[src/rtl/jk_ms_register_bank.sv]
// rtl/jk_ms_register_bank.sv - master-slave JK register bank with optional commit gating
// Optional change counter built only when JK_CHANGE_CNT_EN is defined.
module jk_ms_register_bank #(
    parameter int               WIDTH       = 8,
    parameter logic [WIDTH-1:0] RESET_VAL   = '0,
    parameter int               AUTO_COMMIT = 1,
    parameter int               CNT_W       = 16
) (
    input  logic             clk,
    input  logic             rst,
    input  logic             en,
    input  logic [WIDTH-1:0] j,
    input  logic [WIDTH-1:0] k,
    input  logic             load,
    input  logic [WIDTH-1:0] load_data,
    input  logic             commit,
    output logic [WIDTH-1:0] q,
    output logic [WIDTH-1:0] q_bar,
    output logic [WIDTH-1:0] q_changed,
    output logic [WIDTH-1:0] mq,
    output logic [CNT_W-1:0] q_change_cnt
);

    logic [WIDTH-1:0] master_r;
    logic [WIDTH-1:0] master_next;
    logic [WIDTH-1:0] slave_r;
    logic [WIDTH-1:0] slave_next;
    logic [WIDTH-1:0] changed_r;
    logic             slave_take;

    always_comb begin
        master_next = master_r;
        if (load) begin
            master_next = load_data;
        end else if (en) begin
            for (int i = 0; i < WIDTH; i++) begin
                case ({j[i], k[i]})
                    2'b01:   master_next[i] = 1'b0;
                    2'b10:   master_next[i] = 1'b1;
                    2'b11:   master_next[i] = ~master_r[i];
                    default: master_next[i] = master_r[i];
                endcase
            end
        end
    end

    // The slave always copies the pre-edge master, so new master data never
    // passes straight through to q on the edge it is written.
    assign slave_take = (AUTO_COMMIT != 0) || commit;
    assign slave_next = slave_take ? master_r : slave_r;

    always_ff @(posedge clk) begin
        if (rst) begin
            master_r  <= RESET_VAL;
            slave_r   <= RESET_VAL;
            changed_r <= '0;
        end else begin
            master_r  <= master_next;
            slave_r   <= slave_next;
            changed_r <= slave_next ^ slave_r;
        end
    end

`ifdef JK_CHANGE_CNT_EN
    logic [CNT_W-1:0] cnt_r;

    always_ff @(posedge clk) begin
        if (rst) begin
            cnt_r <= '0;
        end else if ((slave_next != slave_r) && (cnt_r != {CNT_W{1'b1}})) begin
            cnt_r <= cnt_r + CNT_W'(1);
        end
    end

    assign q_change_cnt = cnt_r;
`else
    assign q_change_cnt = '0;
`endif

    assign q         = slave_r;
    assign q_bar     = ~slave_r;
    assign q_changed = changed_r;
    assign mq        = master_r;

endmodule

[config.mk]
export PLATFORM = sky130hd
export DESIGN_NAME = jk_ms_register_bank
export DESIGN_NICKNAME = d
export VERILOG_FILES = /design/src/rtl/jk_ms_register_bank.sv
export SDC_FILE = /design/constraint.sdc
export NUM_CORES = 1
export LEC_CHECK = 0
export CAP_MARGIN = 30
export CORE_ASPECT_RATIO = 1.2
export CORE_MARGIN = 2
export CORE_UTILIZATION = 37
export CTS_CLUSTER_SIZE = 30
export DETAILED_ROUTE_END_ITERATION = 10
export GPL_ROUTABILITY_DRIVEN = 0
export PLACE_DENSITY = 0.79
export REMOVE_ABC_BUFFERS = 1
export SYNTH_ARGS = -nofsm -noshare
export SYNTH_HDL_FRONTEND = slang
export SYNTH_SLANG_ARGS = --single-unit
[constraint.sdc]
create_clock -name clk -period 1.8 [get_ports clk]
set_clock_uncertainty 0.2 [all_clocks]
set_input_delay 0.36 -clock clk [delete_from_list [all_inputs] [get_ports clk]]
set_output_delay 0.36 -clock clk [all_outputs]
set_load 0.1 [all_outputs]
---- After elaboration in Yosys (flattened, before gate mapping) ----
Index checks and enable logic that the tools add are counted.
storage, ports and cells
  register bits ........................... 24
  output and inout bits ................... 48
  word-level logic and storage cells ...... 71
operators by class
  eq/ne operators ......................... 24
  multiplexer cells ....................... 10
  bitwise logic cells ..................... 10
  reductions and logical operators ........ 17
operators with widths
  cell                  number
  $eq A2 B2 Y1 const B  16
  $reduce_bool A4 Y1    8
  $pmux W1 S3           8
  $eq A2 B1 Y1 const B  8
  $mux W8               2
  $reduce_and A2 Y1     8
  $not A1 Y1            8
  $not A8 Y8            1
  $xor A8 B8 Y8         1
  $reduce_bool A2 Y1    1

---- Logic depth before layout (Yosys ltp) ----
  depth after elaboration ................. 4
  depth in mapped cells ................... 5
  gate-level depth less buffers ........... 5

---- Worst setup path before layout ----
OpenSTA, ideal clock, no wires.
  path kind ............................... flip-flop to output port
  start ................................... reg slave_r[0] (netlist: q[0])
  end ..................................... out q_bar[0]
  arrival time ............................ 1.653 ns
  data required time ...................... 1.240 ns
  path slack .............................. -0.413 ns
  cell stages (with the launch flop) ...... 2
  cells stage by stage .................... dfxtp_1 > inv_1
between the ends
  longest elaborated chain between the ends .. 1
ends and longest elaborated chain
  item                    RTL line  RTL
  from (decl)             26        logic [WIDTH-1:0] slave_r;
  from (signal assigned)  59        slave_r <= slave_next;
  $not A8 Y8              81        assign q_bar = ~slave_r;
  to (decl)               18        output logic [WIDTH-1:0] q_bar,
No other way between the ends.

---- Worst setup path after layout ----
  start ................................... in k[7]
  end ..................................... reg master_r[7] (netlist: mq[7])
between the ends
  longest elaborated chain between the ends .. 4
ends and longest elaborated chain
  item                                          RTL line  RTL
  from (decl)                                   13        input logic [WIDTH-1:0] k,
  $eq A2 B2 Y1 or $eq A2 B1 Y1 (tied branches)  37        case ({j[i], k[i]})
  $pmux W1 S3                                   37
  $mux W8                                       35        end else if (en) begin
  $mux W8                                       33        if (load) begin
  to (signal assigned)                          58        master_r <= master_next;
  to (decl)                                     24        logic [WIDTH-1:0] master_r;
Several ways; a longest one is shown, not always the timed one. The select of a mux whose other input is x is not followed.
A chain may end at the register's enable or synchronous reset.

==> flow_summary.rst <==
.. list-table::
   :header-rows: 1

   * - Metric
     - Value
   * - Async set-reset flop share out of synthesis
     - 0%
   * - Setup CP Type
     - in -> reg
   * - HPWL after DPL
     - 2219 um
   * - Worst hold-check path type
     - reg -> reg
   * - Synthesis-to-finish area growth
     - 77.63%
   * - Result of the run
     - complete, no violations
   * - TritonCTS Buffers
     - 3
   * - Primary flip-flop cell chosen by synthesis mapping
     - sky130_fd_sc_hd__dfxtp_1
   * - Mapped Area
     - 1297 um^2
   * - Power density over cell area
     - 875.4 nW/um^2
   * - Wire length of the first global-routing pass
     - 4367 um
   * - Number of violations reported at the end of detailed-routing iteration 0
     - 21
   * - Leading post-synthesis cells by cell area
     - sky130_fd_sc_hd__dfxtp_1 37%, sky130_fd_sc_hd__buf_4 11%, sky130_fd_sc_hd__ha_1 9.6%
   * - Max Cap Viol
     - 0
   * - Yosys synthesis warning count
     - 0
   * - Cell area after placement
     - 2211 um^2
   * - CTS sink count
     - 24
   * - Final design area excluding fillers
     - 2305 um^2
   * - Total number of vias
     - 1,077
   * - Core Util, Final
     - 69.04%
   * - Sequence of cells on the critical path
     - clkdlybuf4s50_1 -> inv_1 -> ha_1 -> nand2b_1 -> a21oi_1 -> mux2_2
   * - Max Freq
     - 575.1 MHz
   * - Layout cells sized above 1
     - 27.94%
   * - Setup violations, final
     - 0
   * - Horizontal die dimension
     - 58.06 um
   * - Cell with the most instances after synthesis
     - sky130_fd_sc_hd__dfxtp_1
   * - Post-layout total power
     - 2.017 mW
   * - Signal arrival time at the worst endpoint
     - 1.70 ns
   * - Hold_buf cts
     - 0
   * - Max-slew violation count
     - 0
   * - Overall die height
     - 68.87 um
   * - Maximum VDD drop
     - 0.5275 mV
   * - Worst path top cell family by delay
     - buffers and inverters
   * - Count of port buffers added during placement
     - 59
   * - Diodes inserted
     - 0
   * - Post-synth EDFFs
     - 0
   * - Fin. Hold Viols
     - 0
   * - Clock Latency Late Sink
     - 0.27 ns
   * - Levels on crit path
     - 6
   * - Count of cells along the worst hold path
     - 1
   * - Number of cells traversed by the worst register-to-register path
     - 3
   * - Average routed wire per standard cell
     - 11.63 um
   * - Flip-flop and latch count after synthesis
     - 24
   * - Final standard cell count with taps included and fillers excluded
     - 241
   * - Critical path launch point type
     - input port
   * - CTS tree
     - yes
   * - Routed wire length
     - 2802 um
   * - Most used standard cells in the synthesized netlist
     - 24 x sky130_fd_sc_hd__dfxtp_1, 19 x sky130_fd_sc_hd__buf_4, 18 x sky130_fd_sc_hd__inv_1
   * - Post-route fraction of the period consumed by the critical path
     - 96.60%
   * - Remaining DRCs
     - 0
   * - Largest net degree at the start of global routing
     - 25
   * - Max incr delay on CP
     - 0.48 ns
   * - Overall Global Routing Usage
     - 14.05%
   * - Clock root buffer
     - sky130_fd_sc_hd__clkbuf_8
   * - Antenna violations before repair
     - 0
   * - Maximum number of buffers from clock root to sink
     - 2
   * - Fraction of post-synthesis cell area in the top cell type by area
     - 37.03%
   * - Proportion of synthesized chip area in sequential cells
     - 37.03%
   * - Mapped Avg Cell Area
     - 9.268 um^2
   * - Number of placed instances, taps included
     - 237
   * - Sort of element at the end of the critical path
     - flop
   * - Worst-path clk slew
     - 0.09 ns
   * - Cell type contributing the most total cell area after synthesis
     - sky130_fd_sc_hd__dfxtp_1
   * - Die outline area
     - 3999 um^2
   * - Core Area
     - 3338 um^2
   * - Max stage delay cell, worst path
     - sky130_fd_sc_hd__clkdlybuf4s50_1
   * - Critical Path Fanout Max
     - 2
   * - Overflow left after global routing
     - 0
   * - Reg2Reg Setup Slack
     - 0.48 ns
   * - Top Ports
     - 77
   * - Vias in the first global route
     - 1,027
   * - Synth cell types
     - 18
   * - Cell row count
     - 23
   * - Starting utilization of the core area
     - 38.87%
   * - Drt via density
     - 4.469
   * - Number of instances in the synthesized netlist
     - 140
   * - Endpoint required time on the critical path
     - 1.76 ns
   * - Number of iterations in the first detailed-routing pass
     - 4
   * - Number of H-tree branching levels
     - 1
   * - WP buf/inv
     - 2
   * - Leakage power of the design
     - 1.006 nW
   * - Final layout net count
     - 244
   * - Min cycle time layout
     - 1.739 ns
   * - Number of antenna-violating nets in the routed design
     - 0
-- worst paths after layout --
path          from     to
max           k[7]  mq[7]
min          mq[2]   q[2]
max reg2reg  mq[1]  mq[1]
min reg2reg  mq[2]   q[2]
-- cell families (layout without fill, tap and decap cells) --
family / after synthesis / count (layout) / share of synthesized area (%)
DFF: 24 / 24 / 37.03
buffers and inverters: 39 / 88 / 17.94
other: 1 / 16 / 0.2890
xor gates and xnor gates: 8 / 8 / 5.400
and+or+nand+nor: 34 / 34 / 13.31
adders and majority gates: 10 / 10 / 9.643
AOI/OAI and AO/OA: 19 / 19 / 12.05
muxes: 5 / 5 / 4.339
-- routing by layer --
layer / vias up / wire [um] / part of all wire, % / global-route usage [%]
li1: 541 / - / - / -
met1: 490 / 1141 / 41 / 17.27
met2: 44 / 1434 / 51 / 25.43
met3: 2 / 212 / 7.6 / 2.425
met4: 0 / 14 / 0.50 / 3.488
met5: - / 0 / 0 / 0
-- report_power, final --
group | internal (mW) | switching [mW]
logic | 0.315 | 0.607
clock network | 0.297 | 0.177
registers | 0.571 | 0.0504
total | 1.18 | 0.834
-- layout by cell type (no fill, tap or decap) --
| cell type | Yosys | routed |
|---|---|---|
| sky130_fd_sc_hd__buf_12 | 0 | 33 |
| sky130_fd_sc_hd__clkdlybuf4s50_1 | 0 | 27 |
| sky130_fd_sc_hd__dfxtp_1 | 24 | 24 |
| sky130_fd_sc_hd__inv_1 | 18 | 18 |
| sky130_fd_sc_hd__conb_1 | 1 | 16 |
| sky130_fd_sc_hd__nor2_1 | 13 | 13 |
| sky130_fd_sc_hd__nand2b_1 | 10 | 10 |
| sky130_fd_sc_hd__ha_1 | 10 | 10 |
| sky130_fd_sc_hd__xnor2_1 | 8 | 8 |
| sky130_fd_sc_hd__nor2b_1 | 8 | 8 |
| sky130_fd_sc_hd__a21oi_2 | 4 | 8 |
| sky130_fd_sc_hd__buf_4 | 19 | 6 |
| sky130_fd_sc_hd__nand2_1 | 3 | 3 |
| sky130_fd_sc_hd__a311o_1 | 3 | 3 |
| sky130_fd_sc_hd__a221oi_1 | 3 | 3 |
| sky130_fd_sc_hd__a21oi_1 | 7 | 3 |
| sky130_fd_sc_hd__clkbuf_8 | 0 | 3 |
| sky130_fd_sc_hd__a221oi_2 | 2 | 2 |
| sky130_fd_sc_hd__mux2_2 | 2 | 2 |
| sky130_fd_sc_hd__mux2_4 | 0 | 2 |
| sky130_fd_sc_hd__mux2_1 | 3 | 1 |
| sky130_fd_sc_hd__bufinv_16 | 0 | 1 |
-- per-stage QoR --
step	hold slack, ns	TNS (ns)	setup slack, ns
2_1_floorplan	0.2224	-3.327	-0.4133
3_3_place_gp	0.3481	-0.9574	-0.2025
3_5_place_dp	0.3520	-1.261	-0.2822
4_1_cts	0.3653	0	0.001944
5_1_grt	0.3795	-0.02474	-0.02474
6_report	0.3623	0	0.06123
-- flip-flops by register name, summed over array words and instances, names as in the netlist --
signal and flops:
mq 8, q 8, q_changed 8
-- worst reg2reg max path, stage by stage (launching register included) --
cell	delay, ns
sky130_fd_sc_hd__dfxtp_1	0.48
sky130_fd_sc_hd__a21oi_1	0.10
sky130_fd_sc_hd__a311o_1	0.33
sky130_fd_sc_hd__a21oi_1	0.14
-- cell type report --
class / instances / area (um^2)
Multi-Input combinational cell: 92 / 663.1
Clock buffer: 3 / 41.29
Clock inverter: 1 / 30.03
Fill cell: 250 / 1033
Inverter: 18 / 67.56
Timing Repair Buffer: 66 / 975.9
Sequential cell: 24 / 480.5
Tap cell: 37 / 46.29
-- what timing repair did --
| item | CTS | global route |
|---|---|---|
| gates resized for setup | 0 | 6 |
| buffers inserted | 0 | 0 |
| endpoints found under the setup margin | 0 | 4 |
| endpoints found under the hold margin | 0 | 0 |
Power figures use the tool's default switching activity.
